`config.mk`:
```
export PLATFORM = sky130hd
export DESIGN_NAME = min_max_ctrl_flat
export DESIGN_NICKNAME = d
export VERILOG_FILES = /design/src/rtl/min_max_ctrl_pkg.sv /design/src/rtl/min_max_ctrl_if.sv /design/src/rtl/min_max_ctrl_btn.sv /design/src/rtl/min_max_ctrl.sv /design/src/flat_wrapper.sv
export SDC_FILE = /design/constraint.sdc
export NUM_CORES = 1
export LEC_CHECK = 0
export CORE_MARGIN = 2
export CORE_UTILIZATION = 55
export CTS_BUF_LIST = sky130_fd_sc_hd__clkbuf_16
export CTS_CLUSTER_SIZE = 20
export DETAILED_ROUTE_END_ITERATION = 8
export MAX_ROUTING_LAYER = met4
export PLACE_DENSITY = 0.76
export SETUP_SLACK_MARGIN = 0.2
export SLEW_MARGIN = 40
export SYNTH_ARGS = -nofsm -noshare
export SYNTH_HDL_FRONTEND = slang
export SYNTH_SLANG_ARGS = --single-unit
```
`constraint.sdc`:
```
create_clock -name clk_i -period 3 [get_ports clk_i]
set_input_delay 0.6 -clock clk_i [delete_from_list [all_inputs] [get_ports clk_i]]
set_output_delay 0.6 -clock clk_i [all_outputs]
set_load 0.01 [all_outputs]
```
`src/rtl/min_max_ctrl_pkg.sv`:
```
// min_max_pkg: shared types for the min/max display control stage.
package min_max_pkg;
  typedef enum logic [1:0] {
    COM_NORMAL  = 2'b00,
    COM_LINEAR  = 2'b01,
    COM_ALL_OFF = 2'b10,
    COM_ALL_ON  = 2'b11
  } com_t;
  function automatic int reset_max(int w);
    return (1 << w) - 1;
  endfunction
endpackage

```
`src/rtl/min_max_ctrl_if.sv`:
```
// min_max_ctrl_if: button/switch inputs and display-side outputs of min_max_ctrl.
interface min_max_ctrl_if import min_max_pkg::*; #(parameter int VALSIZE = 4) ();
  com_t               com_i;
  logic [VALSIZE-1:0] min_sw_i;
  logic [VALSIZE-1:0] max_sw_i;
  logic               load_i;
  logic               inc_i;
  logic               dec_i;
  com_t               com_o;
  logic [VALSIZE-1:0] min_o;
  logic [VALSIZE-1:0] max_o;
  logic [VALSIZE-1:0] val_o;
  logic               osc_o;
  modport master (
    output com_i, min_sw_i, max_sw_i, load_i, inc_i, dec_i,
    input  com_o, min_o, max_o, val_o, osc_o
  );
  modport slave (
    input  com_i, min_sw_i, max_sw_i, load_i, inc_i, dec_i,
    output com_o, min_o, max_o, val_o, osc_o
  );
endinterface

```
`src/rtl/min_max_ctrl_btn.sv`:
```
// min_max_btn: one-cycle step pulse on a button's rising edge; with
// MIN_MAX_CTRL_REPEAT_EN defined, holding the button also auto-repeats.
module min_max_btn #(
  parameter int REPEAT_DELAY = 12500000,
  parameter int REPEAT_RATE  = 2500000
) (
  input  logic clk_i,
  input  logic rst_i,
  input  logic btn_i,
  output logic step_o
);
  logic btn_q;
  logic rise;
  assign rise = btn_i & ~btn_q;
  always_ff @(posedge clk_i or posedge rst_i)
    if (rst_i) btn_q <= 1'b0;
    else btn_q <= btn_i;
`ifdef MIN_MAX_CTRL_REPEAT_EN
  localparam int CW = $clog2(REPEAT_DELAY > REPEAT_RATE ? REPEAT_DELAY : REPEAT_RATE) + 1;
  typedef enum logic [1:0] {S_IDLE, S_WAIT, S_REPEAT} st_t;
  st_t st_q, st_d;
  logic [CW-1:0] cnt_q, cnt_d;
  always_ff @(posedge clk_i or posedge rst_i)
    if (rst_i) begin
      st_q  <= S_IDLE;
      cnt_q <= '0;
    end else begin
      st_q  <= st_d;
      cnt_q <= cnt_d;
    end
  // The count restarts on every issued step, so WAIT and REPEAT share one counter.
  always_comb begin
    st_d   = st_q;
    cnt_d  = cnt_q + 1'b1;
    step_o = 1'b0;
    if (!btn_i) begin
      st_d  = S_IDLE;
      cnt_d = '0;
    end else if (st_q == S_IDLE) begin
      cnt_d  = '0;
      st_d   = rise ? S_WAIT : S_IDLE;
      step_o = rise;
    end else if (cnt_q == CW'(st_q == S_WAIT ? REPEAT_DELAY - 1 : REPEAT_RATE - 1)) begin
      st_d   = S_REPEAT;
      cnt_d  = '0;
      step_o = 1'b1;
    end
  end
`else
  logic unused_rep;
  assign unused_rep = ^{REPEAT_DELAY, REPEAT_RATE};
  assign step_o = rise;
`endif
endmodule

```
`src/rtl/min_max_ctrl.sv`:
```
// min_max_ctrl: buttons/switches to display-block inputs with a saturating value
// and blink divider; define MIN_MAX_CTRL_REPEAT_EN for hold-to-repeat on inc/dec.
module min_max_ctrl import min_max_pkg::*; #(
  parameter int VALSIZE      = 4,
  parameter int OSC_HALF     = 25000000,
  parameter int REPEAT_DELAY = 12500000,
  parameter int REPEAT_RATE  = 2500000
) (
  input logic           clk_i,
  input logic           rst_i,
  min_max_ctrl_if.slave bus
);
  typedef logic [VALSIZE-1:0] val_t;
  localparam val_t RST_MAX = val_t'(reset_max(VALSIZE));
  localparam int DW = OSC_HALF > 1 ? $clog2(OSC_HALF) : 1;
  localparam logic [DW-1:0] DIV_LAST = DW'(OSC_HALF - 1);
  com_t          com_q, com_d;
  val_t          min_q, min_d, max_q, max_d, val_q, val_d, lo, hi;
  logic [DW-1:0] div_q, div_d;
  logic          osc_q, osc_d, load_q, load_edge, normal, inc_step, dec_step;
  min_max_btn #(.REPEAT_DELAY(REPEAT_DELAY), .REPEAT_RATE(REPEAT_RATE)) u_inc (
    .clk_i(clk_i), .rst_i(rst_i), .btn_i(bus.inc_i), .step_o(inc_step)
  );
  min_max_btn #(.REPEAT_DELAY(REPEAT_DELAY), .REPEAT_RATE(REPEAT_RATE)) u_dec (
    .clk_i(clk_i), .rst_i(rst_i), .btn_i(bus.dec_i), .step_o(dec_step)
  );
  // Clamping and stepping use the requested mode and the bounds before any load this cycle.
  always_comb begin
    com_d     = bus.com_i;
    normal    = bus.com_i == COM_NORMAL;
    lo        = normal ? min_q : '0;
    hi        = normal ? max_q : '1;
    load_edge = bus.load_i & ~load_q;
    min_d     = load_edge ? (bus.min_sw_i < bus.max_sw_i ? bus.min_sw_i : bus.max_sw_i) : min_q;
    max_d     = load_edge ? (bus.min_sw_i < bus.max_sw_i ? bus.max_sw_i : bus.min_sw_i) : max_q;
    val_d     = normal && val_q < min_q              ? min_q :
                normal && val_q > max_q              ? max_q :
                bus.com_i[1] || (inc_step && dec_step) ? val_q :
                inc_step && val_q < hi               ? val_q + 1'b1 :
                dec_step && val_q > lo               ? val_q - 1'b1 : val_q;
    div_d     = div_q == DIV_LAST ? '0 : div_q + 1'b1;
    osc_d     = osc_q ^ (div_q == DIV_LAST);
  end
  always_ff @(posedge clk_i or posedge rst_i)
    if (rst_i) begin
      com_q  <= COM_NORMAL;
      min_q  <= '0;
      max_q  <= RST_MAX;
      val_q  <= '0;
      div_q  <= '0;
      osc_q  <= 1'b0;
      load_q <= 1'b0;
    end else begin
      com_q  <= com_d;
      min_q  <= min_d;
      max_q  <= max_d;
      val_q  <= val_d;
      div_q  <= div_d;
      osc_q  <= osc_d;
      load_q <= bus.load_i;
    end
  assign bus.com_o = com_q;
  assign bus.min_o = min_q;
  assign bus.max_o = max_q;
  assign bus.val_o = val_q;
  assign bus.osc_o = osc_q;
endmodule

```
`src/flat_wrapper.sv`:
```
// flat-port wrapper written by rule: the top's interface ports become plain ports
module min_max_ctrl_flat import min_max_pkg::*;
#(
  parameter int VALSIZE      = 4,
  parameter int OSC_HALF     = 25000000,
  parameter int REPEAT_DELAY = 12500000,
  parameter int REPEAT_RATE  = 2500000
)
  (clk_i, rst_i, bus_com_i, bus_min_sw_i, bus_max_sw_i, bus_load_i, bus_inc_i, bus_dec_i, bus_com_o, bus_min_o, bus_max_o, bus_val_o, bus_osc_o);
  min_max_ctrl_if #(.VALSIZE(VALSIZE)) bus_i ();
  input logic clk_i;
  input logic rst_i;
  input wire logic [$bits(bus_i.com_i)-1:0] bus_com_i;
  input wire logic [$bits(bus_i.min_sw_i)-1:0] bus_min_sw_i;
  input wire logic [$bits(bus_i.max_sw_i)-1:0] bus_max_sw_i;
  input wire logic [$bits(bus_i.load_i)-1:0] bus_load_i;
  input wire logic [$bits(bus_i.inc_i)-1:0] bus_inc_i;
  input wire logic [$bits(bus_i.dec_i)-1:0] bus_dec_i;
  output wire logic [$bits(bus_i.com_o)-1:0] bus_com_o;
  output wire logic [$bits(bus_i.min_o)-1:0] bus_min_o;
  output wire logic [$bits(bus_i.max_o)-1:0] bus_max_o;
  output wire logic [$bits(bus_i.val_o)-1:0] bus_val_o;
  output wire logic [$bits(bus_i.osc_o)-1:0] bus_osc_o;
  assign bus_i.com_i = bus_com_i;
  assign bus_i.min_sw_i = bus_min_sw_i;
  assign bus_i.max_sw_i = bus_max_sw_i;
  assign bus_i.load_i = bus_load_i;
  assign bus_i.inc_i = bus_inc_i;
  assign bus_i.dec_i = bus_dec_i;
  assign bus_com_o = bus_i.com_o;
  assign bus_min_o = bus_i.min_o;
  assign bus_max_o = bus_i.max_o;
  assign bus_val_o = bus_i.val_o;
  assign bus_osc_o = bus_i.osc_o;
  min_max_ctrl #(.VALSIZE(VALSIZE), .OSC_HALF(OSC_HALF), .REPEAT_DELAY(REPEAT_DELAY), .REPEAT_RATE(REPEAT_RATE)) u_core (.clk_i(clk_i), .rst_i(rst_i), .bus(bus_i));
endmodule
```
==> metrics.txt <==
hold path startpoint u_core.bus.osc_o; WHS 0.466 ns; final slew viol count 0; vias in the first global route 2,034; Combinational Power Share 38.9%; fmax 370 MHz; PortBufs 29; Sw Share 32.5%; Syn Nets 299; Tot Pwr 2.00 mW; CTS Buffer Depth 2; number of synthesized flops with an enable pin 0; Initial Util 56.1%; count leader, synth dfrtp_1; drt via density 5.68; Synth cell types 53; Max-Cap Viols 0; hold path cells 1; worst slack at placement -0.322 ns; Starting DRT DRC Count roughly 160; Worst Path Max Fanout 3; sequential share of power 35.7%; sequential cell area fraction in the yosys report 41.4%; Peak VDD IR between 0.0003 and 0.0004 V; CTS Buf Count 5; Syn Area/Cell 10.0 µm²; first-pass GRT wire length 9.29 mm; routed wire length 5.38 mm; FF-to-FF Start u_core.bus.max_o[1]; highest metal used met4; Total GRT Usage 23.2%; area leader, netlist dfrtp_1; drt pass-1 iters 4; root buf cell clkbuf_16; Least-Margin Pin Slew roughly 0.57 ns; clock slew at reported path FFs 0.06 ns; Clk Latency, worst-skew pair 0.28 ns; final-report hold violation count 0; skew final 0.00337 ns; top cell type's share of synthesized area a little under two fifths; die area 0.00532 mm²; routed len/inst 14.7 µm; total number of vias 2,085; Met2 Wirelength between 2 and 3 mm; share of cells above drive strength 1 16.9%; gpl congestion 0.920; Int Power 1.35 mW; critical path type in -> reg; Post-Syn Instances 261; R2R cell count 12; antenna violations before repair 0; wl on met1 2.51 mm; ANT cells 0; Routed Antenna Nets 0; chip width 72.9 µm; Post-synth ARST share 100%; final cell count without fillers approximately 370; clk sinks 43; most instantiated cells after synthesis dfrtp_1 (39), nor2_1 (24), ha_1 (22); Clk network pwr share 25.5%; RSZ-0062 raised after global routing true; met3 wire length 202 µm; CTS tree yes; PwrDens 612 mW/mm²; CP startpoint kind input port; pin count of the biggest net entering global routing 16; status completed; Net Switching 651 µW; row count 25; Final setup viols 0; placed cell area 0.00311 mm²; setup ws final 0.294 ns; Core ar. 0.00466 mm²; post-synthesis register bit count 43; Layout Utilization 70.3%; RR Endpoint u_core.bus.val_o[3]; CP Capture Type flop; Finished Cell Area around 0.0033 mm²; Overflow after GRT 0; top_reg_cell synth dfrtp_1; I/O Pins 30; post-route setup TNS 0 ns; synth top area cells dfrtp_1 (37%), ha_1 (11%), xor2_1 (6.0%), dfstp_2 (4.0%), nor2_1 (3.4%); H-tree Lvls 2; Hold EP u_core.bus.osc_o; Synth warnings 0; Tmin final 2.71 ns; Critical Path RT 3.16 ns; Cell Area, Synth 0.00261 mm²; area delta synth->final 25.3%; worst path arrival time ~2.9 ns; Final HPWL DP ~4.2 mm; Slew HR between 60% and 70%; placed cells approximately 360; Final period util 90.2%; hold crit path type reg -> reg; Die Span Y roughly 73 µm; leakage 1.55 nW; Reg2Reg Setup Slack 0.31 ns; nets 351; DRC 0
## state kept, by name, summed over array words and instances (netlist names)
register	flops
u_core.bus.com_o	2
u_core.bus.osc_o	1
u_core.bus.min_o	4
u_core.div_q	25
u_core.u_dec.btn_q	1
u_core.bus.val_o	4
u_core.load_q	1
u_core.u_inc.btn_q	1
u_core.bus.max_o	4
## per-layer routing
metal	vias to the layer above	track usage, %
li1	1036	-
met1	988	31.0
met2	48	35.3
met3	13	3.59
met4	0	10.1
met5	-	-
## cell families after synthesis
group	after synthesis	synth area share (%)
and+or+nand+nor	99	21.4
muxes	7	2.73
AOI/OAI and AO/OA	48	12.4
xor gates and xnor gates	23	7.71
adders and majority gates	23	11.3
DFF	43	41.4
buffers and inverters	18	3.06
## power by group through the flow
stage | registers, mW | logic [mW] | clock network (mW)
after floorplan | 0.730 | 0.421 | 0
after CTS | 0.714 | 0.767 | 0.529
after global placement | 0.724 | 0.744 | 0
after global routing | 0.722 | 0.875 | 0.548
final | 0.715 | 0.779 | 0.511
after detailed placement | 0.724 | 0.758 | 0
## how the worst max path moves through the flow
stage	start	slack, ns	endpoint	cells after the start
6_report	bus_com_i[0]	0.29	u_core.bus.val_o[3]	13
5_1_grt	bus_com_i[0]	0.15	u_core.bus.val_o[3]	13
4_1_cts	bus_com_i[1]	0.21	u_core.bus.val_o[3]	13
3_3_place_gp	bus_com_i[1]	-0.21	u_core.bus.val_o[3]	13
2_1_floorplan	bus_com_i[1]	0.20	u_core.bus.val_o[3]	13
3_5_place_dp	bus_com_i[1]	-0.32	u_core.bus.val_o[3]	13
## layout by cell type (no fill, tap or decap), drive strengths merged, types with 2 or more instances in the layout
cell / instances
o22ai: 2
o21ai: 14
and2: 3
clkbuf: 6
o211ai: 4
a21oi: 9
nand2b: 4
a21o: 6
nand2: 20
clkdlybuf4s50: 27
nor4: 2
xnor2: 5
dfrtp: 39
xor2: 18
buf: 21
and3: 4
ha: 22
nor3: 7
dfstp: 4
a211oi: 3
nand4: 11
inv: 14
nand3: 11
mux2i: 6
or3: 3
nor2b: 4
nor2: 24
and4: 2
o21a: 3
## final cells by class
class	count	area [µm²]
fillers	370	1390
well taps	54	67.6
repair buffers	50	442
multi-input cells	200	1500
clock inverters	2	12.5
flip-flops and latches	43	1080
clock buffers	5	125
inverters	13	48.8
## what timing repair did
| action | 4_1_cts | 5_1_grt |
|---|---|---|
| pin swaps | 0 | 7 |
| hold buffers | 0 | 0 |
| gates resized for setup | 2 | 5 |
| setup endpoints to repair | 4 | 3 |
| setup buffers | 0 | 2 |
## critical path, cell delays in order
cell	delay (ns)
dlygate4sd2_1	0.27
nor3_2	0.11
ha_1	0.27
a21o_1	0.17
o211ai_2	0.17
nand2_2	0.12
ha_4	0.22
a21o_1	0.17
a21o_1	0.17
a211oi_2	0.25
a221oi_2	0.05
o211ai_1	0.19
nand3b_1	0.10
Note: power is estimated with default switching activity, not from simulation.
